**config.mk**
```make
export PLATFORM = sky130hd
export DESIGN_NAME = framebuffer_arbiter
export DESIGN_NICKNAME = d
export VERILOG_FILES = /design/src/rtl/fb_pkg.sv /design/src/rtl/framebuffer_arbiter_if.sv /design/src/rtl/fb_clear_engine.sv /design/src/rtl/framebuffer_arbiter.sv
export SDC_FILE = /design/constraint.sdc
export NUM_CORES = 1
export LEC_CHECK = 0
export BUFFER_PORTS_ARGS = -buffer_cell sky130_fd_sc_hd__buf_2
export CAP_MARGIN = 30
export CELL_PAD_IN_SITES_DETAIL_PLACEMENT = 1
export CELL_PAD_IN_SITES_GLOBAL_PLACEMENT = 1
export CORE_MARGIN = 1
export CORE_UTILIZATION = 29
export DETAILED_ROUTE_END_ITERATION = 12
export PLACE_DENSITY = 0.84
export SLEW_MARGIN = 10
export SYNTH_ARGS = -nofsm -noshare
export SYNTH_HDL_FRONTEND = slang
export SYNTH_HIERARCHICAL = 1
export SYNTH_SLANG_ARGS = --single-unit
```
**constraint.sdc**
```tcl
create_clock -name i_clk -period 2.3 [get_ports i_clk]
set_input_delay 0.46 -clock i_clk [delete_from_list [all_inputs] [get_ports i_clk]]
set_output_delay 0.46 -clock i_clk [all_outputs]
set_load 0.03 [all_outputs]
```
**src/rtl/fb_pkg.sv**
```systemverilog
// rtl/fb_pkg.sv - shared types and default geometry for the framebuffer arbiter
package fb_pkg;

  localparam int FB_ADDR_WIDTH = 11;
  localparam int FB_DATA_WIDTH = 24;

  typedef enum logic [1:0] {
    OWN_NONE = 2'd0,
    OWN_SCAN = 2'd1,
    OWN_HOST = 2'd2
  } owner_e;

  typedef enum logic [1:0] {
    CLR_IDLE = 2'd0,
    CLR_FILL = 2'd1,
    CLR_DONE = 2'd2
  } clr_state_e;

endpackage

```
**src/rtl/framebuffer_arbiter_if.sv**
```systemverilog
// rtl/framebuffer_arbiter_if.sv - single pixel request channel (req/gnt plus write payload)
interface framebuffer_arbiter_if
  import fb_pkg::*;
#(
  parameter int ADDR_WIDTH = FB_ADDR_WIDTH,
  parameter int DATA_WIDTH = FB_DATA_WIDTH
);

  logic                  req;
  logic                  gnt;
  logic                  we;
  logic [ADDR_WIDTH-1:0] addr;
  logic [DATA_WIDTH-1:0] wdata;

  modport master (output req, output we, output addr, output wdata, input gnt);
  modport slave  (input req, input we, input addr, input wdata, output gnt);

endinterface

```
**src/rtl/fb_clear_engine.sv**
```systemverilog
// rtl/fb_clear_engine.sv - fills every pixel address with one colour, one write per grant
module fb_clear_engine
  import fb_pkg::*;
#(
  parameter int ADDR_WIDTH = FB_ADDR_WIDTH,
  parameter int DATA_WIDTH = FB_DATA_WIDTH
) (
  input  logic                  i_clk,
  input  logic                  rst_n,
  input  logic                  i_start,
  input  logic [DATA_WIDTH-1:0] i_color,
  output logic                  o_busy,
  framebuffer_arbiter_if.master bus
);

  clr_state_e            state_q, state_d;
  logic [ADDR_WIDTH-1:0] addr_q, addr_d;
  logic [DATA_WIDTH-1:0] color_q, color_d;

  always_ff @(posedge i_clk or negedge rst_n) begin
    if (!rst_n) begin
      state_q <= CLR_IDLE;
      addr_q  <= '0;
      color_q <= '0;
    end else begin
      state_q <= state_d;
      addr_q  <= addr_d;
      color_q <= color_d;
    end
  end

  always_comb begin
    state_d = state_q;
    addr_d  = addr_q;
    color_d = color_q;
    unique case (state_q)
      CLR_IDLE: begin
        if (i_start) begin
          state_d = CLR_FILL;
          addr_d  = '0;
          color_d = i_color;
        end
      end
      CLR_FILL: begin
        // Only advance when the arbiter actually let the write through.
        if (bus.gnt) begin
          addr_d = addr_q + ADDR_WIDTH'(1);
          if (&addr_q) state_d = CLR_DONE;
        end
      end
      CLR_DONE: state_d = CLR_IDLE;
      default:  state_d = CLR_IDLE;
    endcase
  end

  assign bus.req   = (state_q == CLR_FILL);
  assign bus.we    = 1'b1;
  assign bus.addr  = addr_q;
  assign bus.wdata = color_q;
  assign o_busy    = (state_q != CLR_IDLE);

endmodule

```
**src/rtl/framebuffer_arbiter.sv**
```systemverilog
// rtl/framebuffer_arbiter.sv - shares the pixel RAM between scan reads, host access and the clear engine
module framebuffer_arbiter
  import fb_pkg::*;
#(
  parameter int ADDR_WIDTH   = FB_ADDR_WIDTH,
  parameter int DATA_WIDTH   = FB_DATA_WIDTH,
  parameter int MAX_SCAN_RUN = 8
) (
  input  logic                  i_clk,
  input  logic                  rst_n,
  input  logic                  i_scan_req,
  input  logic [ADDR_WIDTH-1:0] i_scan_addr,
  output logic                  o_scan_gnt,
  output logic                  o_scan_rvalid,
  output logic [DATA_WIDTH-1:0] o_scan_rdata,
  input  logic                  i_host_valid,
  output logic                  o_host_ready,
  input  logic                  i_host_we,
  input  logic [ADDR_WIDTH-1:0] i_host_addr,
  input  logic [DATA_WIDTH-1:0] i_host_wdata,
  output logic                  o_host_rvalid,
  output logic [DATA_WIDTH-1:0] o_host_rdata,
  input  logic                  i_clear_start,
  input  logic [DATA_WIDTH-1:0] i_clear_color,
  output logic                  o_clear_busy,
  output logic                  o_ram_we,
  output logic [ADDR_WIDTH-1:0] o_ram_addr,
  output logic [DATA_WIDTH-1:0] o_ram_din,
  input  logic [DATA_WIDTH-1:0] i_ram_dout
);

  localparam logic [7:0] RUN_MAX = 8'(MAX_SCAN_RUN);

  framebuffer_arbiter_if #(.ADDR_WIDTH(ADDR_WIDTH), .DATA_WIDTH(DATA_WIDTH)) clr_if ();

  logic clr_busy;

  fb_clear_engine #(.ADDR_WIDTH(ADDR_WIDTH), .DATA_WIDTH(DATA_WIDTH)) u_clear (
    .i_clk   (i_clk),
    .rst_n   (rst_n),
    .i_start (i_clear_start),
    .i_color (i_clear_color),
    .o_busy  (clr_busy),
    .bus     (clr_if)
  );

  logic [7:0]            run_cnt_q, run_cnt_d;
  owner_e                owner_q, owner_d;
  logic [ADDR_WIDTH-1:0] ram_addr_q, ram_addr_d;
  logic                  at_limit, sec_pending, sec_elig;
  logic                  scan_win, host_win, clr_win;

  always_ff @(posedge i_clk or negedge rst_n) begin
    if (!rst_n) begin
      run_cnt_q  <= '0;
      owner_q    <= OWN_NONE;
      ram_addr_q <= '0;
    end else begin
      run_cnt_q  <= run_cnt_d;
      owner_q    <= owner_d;
      ram_addr_q <= ram_addr_d;
    end
  end

  always_comb begin
    at_limit    = (run_cnt_q == RUN_MAX);
    sec_pending = clr_busy ? clr_if.req : i_host_valid;
    scan_win    = i_scan_req && !(at_limit && sec_pending);
    // Eligibility ignores host valid so ready never depends on valid through scan_win.
    sec_elig    = !i_scan_req || at_limit;
    host_win    = sec_elig && !clr_busy && i_host_valid;
    clr_win     = sec_elig && clr_busy && clr_if.req;

    run_cnt_d = run_cnt_q;
    if (!sec_pending || host_win || clr_win) begin
      run_cnt_d = '0;
    end else if (scan_win && !at_limit) begin
      run_cnt_d = run_cnt_q + 8'd1;
    end

    o_ram_we   = 1'b0;
    o_ram_din  = '0;
    o_ram_addr = ram_addr_q;
    owner_d    = OWN_NONE;
    if (scan_win) begin
      o_ram_addr = i_scan_addr;
      owner_d    = OWN_SCAN;
    end else if (host_win) begin
      o_ram_addr = i_host_addr;
      o_ram_we   = i_host_we;
      o_ram_din  = i_host_we ? i_host_wdata : '0;
      owner_d    = i_host_we ? OWN_NONE : OWN_HOST;
    end else if (clr_win) begin
      o_ram_addr = clr_if.addr;
      o_ram_we   = clr_if.we;
      o_ram_din  = clr_if.wdata;
    end
    ram_addr_d = o_ram_addr;

    clr_if.gnt   = clr_win;
    o_scan_gnt   = scan_win;
    o_host_ready = host_win;
  end

  assign o_scan_rvalid = (owner_q == OWN_SCAN);
  assign o_host_rvalid = (owner_q == OWN_HOST);
  assign o_scan_rdata  = o_scan_rvalid ? i_ram_dout : '0;
  assign o_host_rdata  = o_host_rvalid ? i_ram_dout : '0;
  assign o_clear_busy  = clr_busy;

endmodule

```
Word level (Yosys, flattened, before mapping)
Index checks and enable logic that the tools add are counted.
- register bits after elaboration: 58
- bits of input ports: 100
- word-level logic and storage cells: 63
- $add $sub $neg: 2
- equality and inequality tests: 7
- mux-type cells: 25
- reductions and logical operators: 23
- operator list (cell ; number):
    $mux 24 ; 6
    $mux 11 ; 5
    $pmux 11 s2 ; 1
    $mux 8 ; 2
    $mux 2 ; 6
    $add 11x1->11 const B ; 1
    $reduce_and 11->1 ; 1
    $add 8x1->8 const B ; 1
    $eq 8x4->1 const B ; 1
    $logic_and 1x1->1 ; 7
    $reduce_and 3->1 ; 2
    $reduce_bool 2->1 ; 3
    $logic_not 1->1 ; 5
    $eq 2x1->1 const B ; 2
    $mux 1 ; 4
    $ne 2x1->1 const B ; 2
    $pmux 2 s2 ; 1
    $logic_or 1x1->1 ; 3
    $eq 2x2->1 const B ; 1
    $logic_not 2->1 ; 1
    $ne 2x2->1 const B ; 1
    $reduce_and 2->1 ; 1

Depth between registers and ports, before layout
- word-level depth: 8
- depth in mapped cells: 9

Modules after synthesis
Netlist, hierarchy kept.
- by module, submodules not included (module ; times used ; cells each ; area each (um2) ; seq. area each (um2)):
    framebuffer_arbiter ; 1 ; 204 ; 1891.8 ; 525.5
    fb_clear_engine ; 1 ; 176 ; 1680.4 ; 925.9

Least setup slack after synthesis
Ideal clock, no wire load.
- path kind: reg2out
- from: register u_clear.state_q[1]
- to: output o_ram_addr[1]
- arrival time: 2.140 ns
- setup slack: -0.300 ns
- cell stages (with the launch flop): 8
- cell sequence: dfrtp_1 -> buf_2 -> or2_2 -> nand2b_1 -> and2_1 -> o21ai_2 -> buf_4 -> mux2_2
- cells in the longest elaborated chain, start to end: 6
- RTL lines (item ; RTL line ; source):
    start, declared ; fb_clear_engine.sv:16 ; clr_state_e state_q, state_d;
    start signal, assigned ; fb_clear_engine.sv:26 ; state_q <= state_d;
    $reduce_bool 2->1 (*) ; fb_clear_engine.sv:60 ; assign o_busy = (state_q != CLR_IDLE);
    named net o_clear_busy ; framebuffer_arbiter.sv:25 ; output logic o_clear_busy,
    $logic_and 1x1->1, or another cell as far along ; framebuffer_arbiter.sv:72 ; clr_win = sec_elig && clr_busy && clr_if.req;
    $logic_and 1x1->1, on equally long branches ; framebuffer_arbiter.sv:72, framebuffer_arbiter.sv:68, framebuffer_arbiter.sv:71 ;
    $mux 11, or another cell as far along ; framebuffer_arbiter.sv:93 ; end else if (clr_win) begin
    $mux 11 or $logic_and 1x1->1 (tied branches) ; framebuffer_arbiter.sv:88, framebuffer_arbiter.sv:68 ;
    $mux 11 (*) ; framebuffer_arbiter.sv:85 ; if (scan_win) begin
    end, declared ; framebuffer_arbiter.sv:27 ; output logic [ADDR_WIDTH-1:0] o_ram_addr,
Mark *: on every way through the listed nets, which the timed path passes. The rest lies on a longest branch.

Final worst setup path
- from: register u_clear.state_q[0]
- to: output o_ram_addr[7]
- cells in the longest elaborated chain, start to end: 6
- RTL lines (item ; RTL line):
    $reduce_bool 2->1 or $eq 2x1->1 (tied branches) ; fb_clear_engine.sv:60, fb_clear_engine.sv:56
    $logic_and 1x1->1, or another cell as far along ; framebuffer_arbiter.sv:72
    $logic_and 1x1->1, on equally long branches ; framebuffer_arbiter.sv:72, framebuffer_arbiter.sv:68, framebuffer_arbiter.sv:71
    $mux 11, or another cell as far along ; framebuffer_arbiter.sv:93
    $mux 11 or $logic_and 1x1->1 (tied branches) ; framebuffer_arbiter.sv:88, framebuffer_arbiter.sv:68
    $mux 11 (*) ; framebuffer_arbiter.sv:85
Mark *: on every way between the ends. The rest lies on a longest branch, timed or not.

==> out/results.ini <==
[grt]
antenna_violations_before_repair=0
grt_use_total_pct=19.91
globalRouteMet2Util_pct=36.34
grt_pass1_vias=3910
maximum_number_of_pins_on_one_net_before_global_route_repair=39
grt.met1_usage_pct=22.77
grt-busiest-layer=met2
grt.overflow.total=0
wire_length_of_the_first_global_routing_pass_mm=19.91
grt_met3_use_pct=4.178

[final_layout]
final_layout_size_suffix_gt1_share_pct=48.74
antennaDiodeCount=0
synthToLayoutAreaGrowth_pct=54.29
layout_utilization_pct=45.89
final_nets=691

[clocking]
cts_root_buf=sky130_fd_sc_hd__clkbuf_16
cts_tree=yes
clock_sink_total=58
worst_case_clock_buffer_depth=2
clkSlewWorstSetupHoldPaths_ps=50
h-tree-depth=3
cts_inserted_buffers=9
worst_skew_pair.late_latency_ps=330

[floorplanning]
core.rowCount=40
initial_core_util_pct=29.74
placeableCoreArea_mm2=0.01201
ioPinCount=189
die_outline_area_mm2=0.01277
die_w_um=113.0
chip_height_um=113.0

[place]
placement.setup.worst_slack_ps=-19.56
port-buffer-count=188
routabilityCongestion=0.8054
dp.final_hpwl_mm=8.678

[logic_synthesis]
dominantRegCellSynth=sky130_fd_sc_hd__dfrtp_1
synthDistinctLibCells=51
synth-seq-area-share_pct=40.63
synth_largest_type_area_fraction_pct=40.63
post_synth_instance_area_mm2=0.003572
syn-mean-instance-area_um2=9.400
yosys_warnings=6
ys_async_sr_fraction_pct=100.0
post_synth_inst_count=380
synth_edf_count=0
ys_ff_latch=58
synth.area.top_cells=sky130_fd_sc_hd__dfrtp_1 41%, sky130_fd_sc_hd__nand2_1 8.6%, sky130_fd_sc_hd__and2_1 8.6%
synth.net_count=483
yosysTopAreaCell=sky130_fd_sc_hd__dfrtp_1

[status]
result_of_the_run=complete, but fails checks
failed_checks=negative setup slack

[power_and_ir_drop]
power_per_cell_area_mw_per_mm2=640.0
power_leakage_nw=2.956
worst_supply_voltage_drop_on_vdd_mv=0.4011

[timing]
timing.slew.headroom_pct=63.81
report.final.setup_viol=37
grt_setup_unrepaired=true
post-route-period-util_pct=113.3
finalClockSkew_ps=6.682
final_hold_viol_count=0
worstMarginPinSlew_ps=542.3
setup-tns-final_ps=-10020
period_needed_ps=2606
final.setup.worst_slack_ps=-306.1
max_freq_mhz=383.7
final_max_slew_viol_count=0

[setup_path]
timing.critical_path.arrival_ps=2150
critPathMaxFanout=6
rr_worst_depth=10
r2r_slack_ps=40
reg2reg_from=run_cnt_q[0]$_DFFE_PN0P_
type_of_the_setup_path_with_the_least_slack=flop to primary output
reg2reg_to=u_clear/bus.addr[6]$_DFFE_PN0P_
critical_path.endpoint_type=primary output
worst_setup_path_start_kind=flop
worst-endpoint-required_ps=1840

[detailed_routing]
dr.pass1.iters=8
average_wire_length_per_cell_after_detail_routing_um=16.81
routed-via-count=3623
detail_route.iter0.violations=211
detail_route.wirelength_mm=12.44
ant_nets=0
drc=0
via_per_inst=4.896

[flow_run]
drv.max_cap_violation_count=0

[min_path]
hold_path.class=primary input to asynchronous set/reset pin

[where the power goes]
part / internal [W] / switching, W / leakage, nW
sequential: 0.00115 / 0.000137 / 0.741
combinational: 0.000453 / 0.000509 / 2.07
clock: 0.000814 / 0.000464 / 0.143
[kinds of logic (layout without fill, tap and decap cells)]
family | count (synthesis) | count (layout) | synth area share [%]
compound gates | 66 | 66 | 14.89
xor+xnor | 6 | 6 | 1.471
fa+ha+maj | 3 | 3 | 1.051
buf+inv | 30 | 243 | 5.079
flops | 58 | 58 | 40.63
mux | 26 | 26 | 7.671
other cells | 1 | 1 | 0.1050
simple gates | 190 | 190 | 29.11
[placed cells by master (no fill, tap or decap), types with 12 or more instances in the layout]
cell type / n
sky130_fd_sc_hd__a211oi_1: 12
sky130_fd_sc_hd__a21oi_1: 14
sky130_fd_sc_hd__a22o_2: 23
sky130_fd_sc_hd__and2_1: 48
sky130_fd_sc_hd__buf_2: 150
sky130_fd_sc_hd__buf_4: 23
sky130_fd_sc_hd__buf_6: 40
sky130_fd_sc_hd__dfrtp_1: 58
sky130_fd_sc_hd__mux2i_1: 14
sky130_fd_sc_hd__nand2_1: 81
sky130_fd_sc_hd__nor2b_1: 15
[area by class of cell]
| cell class | count | area (µm²) |
|---|---|---|
| sequential | 58 | 1451 |
| inverter | 7 | 26.28 |
| multi-input combinational | 292 | 2034 |
| clock inverter | 2 | 10.01 |
| fill | 1439 | 6500 |
| timing repair buffer | 220 | 1531 |
| clock buffer | 14 | 274.0 |
| tap | 147 | 183.9 |
[Yosys cell counts, types with 5 or more instances]
cell type                  instances
sky130_fd_sc_hd__nand2_1          82
sky130_fd_sc_hd__dfrtp_1          58
sky130_fd_sc_hd__and2_1           49
sky130_fd_sc_hd__a22o_2           24
sky130_fd_sc_hd__mux2i_1          15
sky130_fd_sc_hd__nor2b_1          15
sky130_fd_sc_hd__a21oi_1          14
sky130_fd_sc_hd__a211oi_1         12
sky130_fd_sc_hd__mux2_2           11
sky130_fd_sc_hd__nor2_1            9
sky130_fd_sc_hd__buf_2             7
sky130_fd_sc_hd__buf_6             7
sky130_fd_sc_hd__clkbuf_1          7
sky130_fd_sc_hd__inv_1             7
sky130_fd_sc_hd__nand3_1           7
sky130_fd_sc_hd__o21ai_0           5
[worst max-delay path, cell delays in order, from the launching register on]
cell                        delay [ps]
sky130_fd_sc_hd__dfrtp_1           380
sky130_fd_sc_hd__or2_4             260
sky130_fd_sc_hd__nand2b_4          140
sky130_fd_sc_hd__and2_4            140
sky130_fd_sc_hd__o21ai_4           230
sky130_fd_sc_hd__clkbuf_16         210
sky130_fd_sc_hd__mux2_4            310
sky130_fd_sc_hd__buf_6             140
[per-layer routing]
metal | vias up | part of all wire, %
met5 | - | 0
met4 | 0 | 1.9
met3 | 18 | 4.5
met2 | 121 | 52
met1 | 1759 | 41
li1 | 1725 | -
[sequential cells by signal, summed over array words and instances, names as in the netlist]
signal / count
owner_q: 2
ram_addr_q: 11
run_cnt_q: 8
u_clear/state_q: 2
u_clear/bus.addr: 11
u_clear/bus.wdata: 24
[metrics by stage]
step / instances / power [W] / hold WS (ps) / instance area [µm²]
floorplan: 380 / 0.001796 / 164.4 / 3636
global placement: 713 / 0.002059 / 459.6 / 4810
detailed placement: 713 / 0.002112 / 468.0 / 4810
CTS: 736 / 0.003553 / 115.5 / 5453
global route: 740 / 0.003712 / 150.2 / 5512
finish: 740 / 0.003528 / 113.3 / 5512
[how the worst max path moves through the flow]
stage,from,end,slack (ps)
finish,u_clear/state_q[0]$_DFFE_PN0P_,o_ram_addr[7],-310
detailed placement,run_cnt_q[0]$_DFFE_PN0P_,o_ram_addr[0],-20
CTS,run_cnt_q[0]$_DFFE_PN0P_,o_ram_addr[0],-320
global placement,run_cnt_q[0]$_DFFE_PN0P_,o_ram_addr[0],50
global route,run_cnt_q[0]$_DFFE_PN0P_,o_ram_addr[1],-430
floorplan,u_clear/state_q[1]$_DFFE_PN0P_,o_ram_addr[1],9
[what timing repair did]
action	in CTS	in global routing
cloned	2	1
pin swaps	4	1
gates resized for setup	85	5
endpoints found under the setup margin	37	43
buffers inserted	5	3
hold buffers	0	0
(Power assumes the default switching activity.)
